===== src/rtl/instruction_fetch_pkg.sv =====
`default_nettype none
// ============================================================================
// Module      : instruction_fetch_pkg
// Description : Shared types and constants for the instruction fetch unit:
//               fetch FSM state encoding, the NOP instruction word and the
//               default reset fetch address.
// Revision    : 1.0 - initial release
// ============================================================================
package instruction_fetch_pkg;

    typedef enum logic [1:0] {
        IDLE  = 2'd0,
        FETCH = 2'd1,
        FLUSH = 2'd2
    } fetch_state_e;

    // ADDI x0, x0, 0 -- presented whenever the buffer head is empty
    localparam logic [31:0] NOP_INSTR        = 32'h0000_0013;
    localparam logic [31:0] DEFAULT_RESET_PC = 32'h0000_0000;

endpackage
`default_nettype wire


===== src/rtl/fetch_fifo.sv =====
`default_nettype none
// ============================================================================
// Module      : fetch_fifo
// Description : Small synchronous FIFO used for both the instruction buffer
//               and the request tag (address) queue.
// Ports       : clk, rst_n     - clock, synchronous active-low reset
//               flush          - empties the FIFO (wins over push/pop)
//               push/push_data - write request and data
//               pop            - removes the head entry
//               head_data      - current head entry (valid when count != 0)
//               count          - number of stored entries
// Revision    : 1.0 - initial release
// ============================================================================
module fetch_fifo #(
    parameter int WIDTH = 32,
    parameter int DEPTH = 2,
    localparam int CNT_W = $clog2(DEPTH + 1),
    localparam int PTR_W = (DEPTH > 1) ? $clog2(DEPTH) : 1
) (
    input  logic             clk,
    input  logic             rst_n,
    input  logic             flush,
    input  logic             push,
    input  logic [WIDTH-1:0] push_data,
    input  logic             pop,
    output logic [WIDTH-1:0] head_data,
    output logic [CNT_W-1:0] count
);

    logic [WIDTH-1:0] mem_q [DEPTH];
    logic [WIDTH-1:0] mem_d [DEPTH];
    logic [PTR_W-1:0] wr_ptr_q, wr_ptr_d;
    logic [PTR_W-1:0] rd_ptr_q, rd_ptr_d;
    logic [CNT_W-1:0] count_q, count_d;
    logic             do_push;
    logic             do_pop;

    function automatic logic [PTR_W-1:0] ptr_inc(input logic [PTR_W-1:0] p);
        return (p == PTR_W'(DEPTH - 1)) ? '0 : p + PTR_W'(1);
    endfunction

    always_comb begin
        mem_d    = mem_q;
        wr_ptr_d = wr_ptr_q;
        rd_ptr_d = rd_ptr_q;
        count_d  = count_q;
        do_pop   = pop && (count_q != '0);
        // A push into a full FIFO is accepted only if the head leaves together
        do_push  = push && ((count_q != CNT_W'(DEPTH)) || do_pop);
        if (flush) begin
            wr_ptr_d = '0;
            rd_ptr_d = '0;
            count_d  = '0;
        end else begin
            if (do_push) begin
                mem_d[wr_ptr_q] = push_data;
                wr_ptr_d        = ptr_inc(wr_ptr_q);
            end
            if (do_pop) begin
                rd_ptr_d = ptr_inc(rd_ptr_q);
            end
            count_d = count_q + CNT_W'(do_push) - CNT_W'(do_pop);
        end
    end

    always_ff @(posedge clk) begin
        if (!rst_n) begin
            for (int i = 0; i < DEPTH; i++) begin
                mem_q[i] <= '0;
            end
            wr_ptr_q <= '0;
            rd_ptr_q <= '0;
            count_q  <= '0;
        end else begin
            mem_q    <= mem_d;
            wr_ptr_q <= wr_ptr_d;
            rd_ptr_q <= rd_ptr_d;
            count_q  <= count_d;
        end
    end

    assign head_data = mem_q[rd_ptr_q];
    assign count     = count_q;

endmodule
`default_nettype wire


===== src/rtl/instruction_fetch.sv =====
`default_nettype none
// ============================================================================
// Module      : instruction_fetch
// Description : Instruction fetch unit with a split request/response memory
//               port, an in-order instruction buffer and jump redirection that
//               discards responses of requests issued before the jump.
// Ports       : clk, rst_n              - clock, synchronous active-low reset
//               JumpFlag, JumpAddr      - redirect from Execute
//               Stall                   - downstream holds the buffer head
//               imem_req/addr/gnt       - fetch request channel
//               imem_rvalid/rdata       - in-order response channel
//               instruction, pc         - buffer head word and its address
//               InstValid               - buffer head is valid
// Revision    : 1.0 - initial release
// ============================================================================
module instruction_fetch
    import instruction_fetch_pkg::*;
#(
    parameter logic [31:0] RESET_PC  = DEFAULT_RESET_PC,
    parameter int          BUF_DEPTH = 2
) (
    input  logic        clk,
    input  logic        rst_n,
    input  logic        JumpFlag,
    input  logic [31:0] JumpAddr,
    input  logic        Stall,
    output logic        imem_req,
    output logic [31:0] imem_addr,
    input  logic        imem_gnt,
    input  logic        imem_rvalid,
    input  logic [31:0] imem_rdata,
    output logic [31:0] instruction,
    output logic [31:0] pc,
    output logic        InstValid
);

    localparam int CNT_W = $clog2(BUF_DEPTH + 1);

    fetch_state_e     state_q, state_d;
    logic [31:0]      fpc_q, fpc_d;
    logic [CNT_W-1:0] in_flight_q, in_flight_d;
    logic [CNT_W-1:0] discard_q, discard_d;

    logic [CNT_W-1:0] buf_count;
    logic [CNT_W-1:0] tag_count;
    logic [63:0]      buf_head;
    logic [31:0]      tag_head;
    logic [CNT_W:0]   occupancy;
    logic             accept;
    logic             rvalid_ok;
    logic             buf_push;
    logic             buf_pop;
    logic             jump_addr_lsb_unused;
    logic             tag_count_unused;

    assign jump_addr_lsb_unused = ^JumpAddr[1:0];
    assign tag_count_unused     = ^tag_count;

    // Every outstanding request owns a buffer slot, so the buffer cannot overflow
    assign occupancy = {1'b0, in_flight_q} + {1'b0, buf_count};
    assign imem_req  = (state_q == FETCH) && (occupancy < (CNT_W + 1)'(BUF_DEPTH));
    assign imem_addr = fpc_q;
    assign accept    = imem_req && imem_gnt;
    // Responses with nothing outstanding (e.g. after reset) are ignored
    assign rvalid_ok = imem_rvalid && (in_flight_q != '0);

    assign InstValid = (buf_count != '0);
    assign buf_push  = rvalid_ok && (discard_q == '0) && (state_q != FLUSH) && !JumpFlag;
    assign buf_pop   = InstValid && !Stall && !JumpFlag;

    assign instruction = InstValid ? buf_head[31:0]  : NOP_INSTR;
    assign pc          = InstValid ? buf_head[63:32] : fpc_q;

    always_comb begin
        state_d     = state_q;
        fpc_d       = fpc_q;
        in_flight_d = in_flight_q + CNT_W'(accept) - CNT_W'(rvalid_ok);
        discard_d   = discard_q;

        if (rvalid_ok && (discard_q != '0)) begin
            discard_d = discard_q - CNT_W'(1);
        end

        if (JumpFlag) begin
            fpc_d = {JumpAddr[31:2], 2'b00};
        end else if (accept) begin
            fpc_d = fpc_q + 32'd4;
        end

        case (state_q)
            IDLE: begin
                state_d = FETCH;
            end
            FETCH: begin
                if (JumpFlag) begin
                    // Everything still outstanding after this cycle, including
                    // a request granted in the jump cycle itself, is stale
                    discard_d = in_flight_d;
                    state_d   = (in_flight_d != '0) ? FLUSH : FETCH;
                end
            end
            FLUSH: begin
                if (discard_d == '0) begin
                    state_d = FETCH;
                end
            end
            default: begin
                state_d = IDLE;
            end
        endcase
    end

    always_ff @(posedge clk) begin
        if (!rst_n) begin
            state_q     <= IDLE;
            fpc_q       <= RESET_PC;
            in_flight_q <= '0;
            discard_q   <= '0;
        end else begin
            state_q     <= state_d;
            fpc_q       <= fpc_d;
            in_flight_q <= in_flight_d;
            discard_q   <= discard_d;
        end
    end

    fetch_fifo #(
        .WIDTH (64),
        .DEPTH (BUF_DEPTH)
    ) u_inst_buf (
        .clk       (clk),
        .rst_n     (rst_n),
        .flush     (JumpFlag),
        .push      (buf_push),
        .push_data ({tag_head, imem_rdata}),
        .pop       (buf_pop),
        .head_data (buf_head),
        .count     (buf_count)
    );

    // Tags pair each response with its request address, discarded or not
    fetch_fifo #(
        .WIDTH (32),
        .DEPTH (BUF_DEPTH)
    ) u_tag_fifo (
        .clk       (clk),
        .rst_n     (rst_n),
        .flush     (1'b0),
        .push      (accept),
        .push_data (fpc_q),
        .pop       (rvalid_ok),
        .head_data (tag_head),
        .count     (tag_count)
    );

endmodule
`default_nettype wire


===== config.mk =====
export PLATFORM = sky130hd
export DESIGN_NAME = instruction_fetch
export DESIGN_NICKNAME = d
export VERILOG_FILES = /design/src/rtl/instruction_fetch_pkg.sv /design/src/rtl/fetch_fifo.sv /design/src/rtl/instruction_fetch.sv
export SDC_FILE = /design/constraint.sdc
export NUM_CORES = 1
export LEC_CHECK = 0
export CAP_MARGIN = 40
export CORE_ASPECT_RATIO = 1.25
export CORE_UTILIZATION = 50
export DETAILED_ROUTE_END_ITERATION = 10
export DONT_BUFFER_PORTS = 1
export HOLD_SLACK_MARGIN = 0.08
export SYNTH_ARGS = -nofsm -noshare
export SYNTH_HDL_FRONTEND = slang
export SYNTH_HIERARCHICAL = 1
export SYNTH_SLANG_ARGS = --single-unit

===== constraint.sdc =====
create_clock -name clk -period 4.45 [get_ports clk]
set_clock_uncertainty 0.15 [all_clocks]
set_input_delay 0.445 -clock clk [delete_from_list [all_inputs] [get_ports clk]]
set_output_delay 0.445 -clock clk [all_outputs]
set_load 0.01 [all_outputs]

Word level (Yosys, flattened, before mapping)
Index checks and enable logic that the tools add are counted.
- bits in registers: 238
- logic and storage cells: 106
- reductions and logical operators: 31
- add/sub/neg operators: 13
- magnitude comparators: 7
- bitwise gates (word level): 6
- equal/unequal tests: 7
- multiplexer cells: 27
- operators by type and width (kind ; number):
    $mux W32 ; 8
    $mux W64 ; 4
    $bwmux W128 ; 1
    $bwmux W64 ; 1
    $demux W64 S1 ; 1
    $add A32 B3 Y32 const B ; 1
    $demux W32 S1 ; 1
    $logic_and A1 B1 Y1 ; 15
    $mux W2 ; 6
    $reduce_bool A2 Y1 ; 6
    $ne A2 B2 Y1 const B ; 5
    $ge A2 B2 Y1 const B ; 4
    $not A1 Y2 ; 4
    $add A2 B1 Y2 ; 3
    $logic_not A2 Y1 ; 3
    $pmux W2 S3 ; 1
    $sub A2 B1 Y2 ; 3
    $add A1 B1 Y1 const B ; 4
    $lt A2 B1 Y1 const B ; 2
    $mux W1 ; 4
    $reduce_and A2 Y1 ; 2
    $add A2 B2 Y3 ; 1
    $lt A3 B2 Y1 const B ; 1
    $eq A2 B1 Y1 const B ; 1
    other kinds (6) ; 9

Depth between registers and ports, before layout
- depth after elaboration: 10
- mapped depth: 14

Cells and area by module
Netlist, hierarchy kept.
- by module, submodules not included (module ; times used ; area each (um2) ; cells each ; sequential area each (um2)):
    fetch_fifo at u_inst_buf ; 1 ; 5773.0 ; 578 ; 2642.5
    fetch_fifo at u_tag_fifo ; 1 ; 3029.2 ; 303 ; 1361.3
    instruction_fetch ; 1 ; 2854.0 ; 365 ; 720.7

Least setup slack after synthesis
No wires, ideal clock.
- kind: reg2reg
- start: reg u_inst_buf.count_q[0], in the netlist u_inst_buf/count[0]
- end: reg u_tag_fifo/mem_q[34] in the netlist's numbering
- setup slack: 1275 ps
- arrival time: 2907 ps
- cell stages (with the launch flop): 13
- setup time: 118 ps
- data required time: 4182 ps
- path through: dfxtp_1 -> and2_1 -> fa_1 -> or4b_4 -> inv_1 -> buf_2 -> nand2_1 -> inv_1 -> inv_2 -> or4_4 -> buf_6 -> buf_12 -> mux2i_1
- word-level cells in the longest chain between the ends: 5
- RTL lines (item ; RTL line ; text):
    start, declared ; fetch_fifo.sv:34 ; logic [CNT_W-1:0] count_q, count_d;
    start signal, assigned ; fetch_fifo.sv:78 ; count_q <= count_d;
    $add A2 B2 Y3 ; instruction_fetch.sv:60 ; assign occupancy = {1'b0, in_flight_q} + {1'b0, buf_count};
    $lt A3 B2 Y1 ; instruction_fetch.sv:61 ; assign imem_req = (state_q == FETCH) && (occupancy < (CNT_W + 1)'(BUF_DEPTH));
    $logic_and A1 B1 Y1 ; instruction_fetch.sv:61 ;
    net imem_req ; instruction_fetch.sv:27 ; output logic imem_req,
    $logic_and A1 B1 Y1 ; instruction_fetch.sv:63 ; assign accept = imem_req && imem_gnt;
    net accept ; instruction_fetch.sv:49 ; logic accept;
    $logic_and A1 B1 Y1 ; fetch_fifo.sv:49 ; do_push = push && ((count_q != CNT_W'(DEPTH)) || do_pop);
    end signal, assigned ; fetch_fifo.sv:75 ; mem_q <= mem_d;
    end, declared ; fetch_fifo.sv:30 ; logic [WIDTH-1:0] mem_q [DEPTH];
The timed path passes the listed nets, and every way through them passes these cells.
A chain may end at the register's enable or synchronous reset.

Worst setup path in the final report
- start: reg u_inst_buf.count_q[0], in the netlist u_inst_buf/count[0]
- end: reg u_tag_fifo/mem_q[29] in the netlist's numbering
Same word-level chain as after synthesis.

==> out/qor.txt <==
Failing checks: DRC
Final ANT Viol Nets: 0
Dominant cells by area after synthesis: dfxtp_1, mux2i_1, mux2_2
Post-Synth Adder-Cell Area: 0.0103
Final min period: 3.98 ns
Postcts setup bufs: 0
Sink Count: 236
Worst Setup Start Kind: flop
Root buf cell: clkbuf_16
CP Max Fanout: 23
Via count: 9220
Largest net degree at the start of global routing: 230
EDFF count, synth: 0
Initial DRC Count: 397
Placement Setup Slack: 0.813 ns
Core area: 23000 sq um
Avg WL per Cell: 17.5 um
Worst-margin pin slew: 0.935 ns
Post-synthesis sequential area ratio: 0.405
Dpl hpwl: 16400 um
Compound-gate portion of the synthesized area: 0.0456
Top_reg_cell synth: dfxtp_1
Worst-Skew Late Latency: 0.50 ns
Multiplexer share of the synthesized area: 0.284
Post-synthesis xor/xnor area fraction: 0.0125
Die H: 173 um
Post-synth ARST share: 0
Initial antenna violation count: 0
Cell taking the most area after synthesis: dfxtp_1
Syn-to-layout area delta: 20.7%
Switching Share: 0.256
Relative slew slack: 0.376
Post-CTS sizing: 0
Num CTS Buffers: 25
Mapped Cells: 1246
GRT Max-Usage Layer: met2
Clk pwr share: 0.406
Final WS setup: 0.473 ns
Register bit total from synthesis: 236
Combinational share of power: 0.123
Max Clk Rate: 0.251 GHz
Max Cap Viol: 0
Maximum clock path buffer count: 3
Pre-antenna DRT Iters: 8
Simple-Gate Fraction of Synth Area: 0.192
Antenna diode count: 0
Port buffer count: 0
Sum Neg Setup Slack: 0 ns
Layout cell share with drive strength beyond 1: 0.135
Flop pwr share: 0.470
Initial Utilization: 0.508
WP data arrival: 4.27 ns
Total grt overflow: 0
Area fraction of the dominant cell type after synthesis: 0.405
Htree depth: 1
Fin crit share: 0.894
Main combinational cell family by area after synthesis: multiplexers
Internal power: 3.62 mW
CTS tree: built
First-pass GRT wire length: 47100 um
Syn_area_per_cell: 9.35 sq um
Post-Syn Area: 11700 sq um
Chip width: 139 um
Pwr Density: 346 nW/um^2
DR vias/cell: 5.54
Vias in the first global route: 9373
Met2 Use GR: 0.434
Unrepaired setup endpoints after global routing: no
Yosys warns: 6
Hold Path Class: in2reg
Max-slew violation count: 0
Pleak: 5.78 nW
Worst VDD drop: 0.000276 V
Final Hold Fails: 0
Netlist cell types: 60
Critical path required time: 4.74 ns
Commonest cells in the netlist: nand2_1, dfxtp_1, mux2i_1, mux2_2, clkbuf_1
Gpl congestion: 0.764
PnR Total Power: 4.87 mW
Clk slew on worst S/H paths: 0.06 ns
CP Class: reg2reg
Final setup violation count: 0
Total Routing Usage GR: 0.238
Top-count cell post-synth: nand2_1
Status: finished with violations
Met1 Track Usage GR: 0.298
Die area: 23900 sq um
Num ports: 168
Final #Nets: 1437
Met3 GRT Util: 0.0357
DRT Wirelength: 29100 um
Nature of the critical path endpoint: flop
Standard-cell rows: 62
Residual DRC count: 31
NetSw: 1.25 mW
-- placed cells by master, fill, tap and decap left out, types with 12 or more instances in the layout --
master         instances
nand3_1               19
inv_1                 15
dfxtp_1              235
nand2_1              308
mux2i_1              192
nand4_1               17
and2_1                42
dlygate4sd3_1        161
and3_1                12
o21ai_0               30
mux2_2               123
clkbuf_16             25
-- state kept, by name (all words and copies together), names as in the netlist --
| signal | count |
|---|---|
| u_inst_buf/mem_q | 128 |
| u_tag_fifo/mem_q | 64 |
| imem_addr | 30 |
| discard_q | 2 |
| in_flight_q | 2 |
| state_q | 2 |
| u_inst_buf/count | 2 |
| u_tag_fifo/count | 2 |
| u_inst_buf/rd_ptr_q | 1 |
| u_inst_buf/wr_ptr_q | 1 |
| u_tag_fifo/rd_ptr_q | 1 |
| u_tag_fifo/wr_ptr_q | 1 |
-- power by group through the flow --
stage               clock network (mW)  logic, mW  registers (mW)
finish                            1.98      0.600            2.29
global route                      2.12      0.656            2.30
CTS                               2.03      0.599            2.29
detailed placement                   0      0.486            2.34
global placement                     0      0.482            2.34
floorplan                            0      0.466            2.30
-- metal layers --
metal | part of all wire | vias to the layer above
li1 | - | 4543
met3 | 0.043 | 20
met2 | 0.49 | 186
met1 | 0.46 | 4471
met4 | 0.0079 | 0
met5 | 0 | -
-- final timing paths --
path                                           start              endpoint  slack (ns)  cells after the start
worst max-delay path             u_inst_buf/count[0]  u_tag_fifo/mem_q[29]        0.47                     11
worst min register to register  u_tag_fifo/mem_q[12]  u_tag_fifo/mem_q[12]        0.31                      2
worst max register to register   u_inst_buf/count[0]  u_tag_fifo/mem_q[29]        0.47                     11
worst min-delay path                        JumpFlag         imem_addr[24]        0.11                      3
-- logic make-up (layout without fill, tap and decap cells) --
logic type	Yosys count	count (layout)
other	1	7
AOI/OAI and AO/OA	83	83
xor gates and xnor gates	15	15
DFF	236	236
buffers and inverters	109	232
muxes	315	315
and+or+nand+nor	478	478
adders and majority gates	9	9
-- through the flow --
stage	instance area, sq um	hold WS, ns	cells	utilization
floorplan	11700	0.281	1252	-
global placement	11600	0.289	1456	0.506
detailed placement	11600	0.295	1457	0.507
CTS	14100	0.0901	1663	0.613
global route	14100	0.0986	1663	0.613
finish	14100	0.109	1663	0.613
-- worst max-delay path, cell delays in order (launching register included) --
cell and delay (ns):
dfxtp_1 0.41, and2_1 0.17, fa_1 0.41, or4b_4 0.53, inv_1 0.37, nand2_1 0.23
inv_1 0.17, nand2_1 0.10, nor3_4 0.12, buf_4 0.42, mux2i_1 0.24, dlygate4sd3_1 0.57
-- repair_timing --
action | 4_1_cts | 5_1_grt
hold endpoints to repair | 230 | 0
endpoints found under the setup margin | 0 | 0
hold buffers | 162 | 0
-- final cells by class --
cell class / count / area, sq um
clock buffers: 38 / 754
fillers: 1971 / 8890
flip-flops and latches: 236 / 4730
inverters: 16 / 60.1
well taps: 288 / 360
clock inverters: 6 / 30.0
repair buffers: 172 / 1760
multi-input cells: 907 / 6380
(Power assumes the default switching activity.)
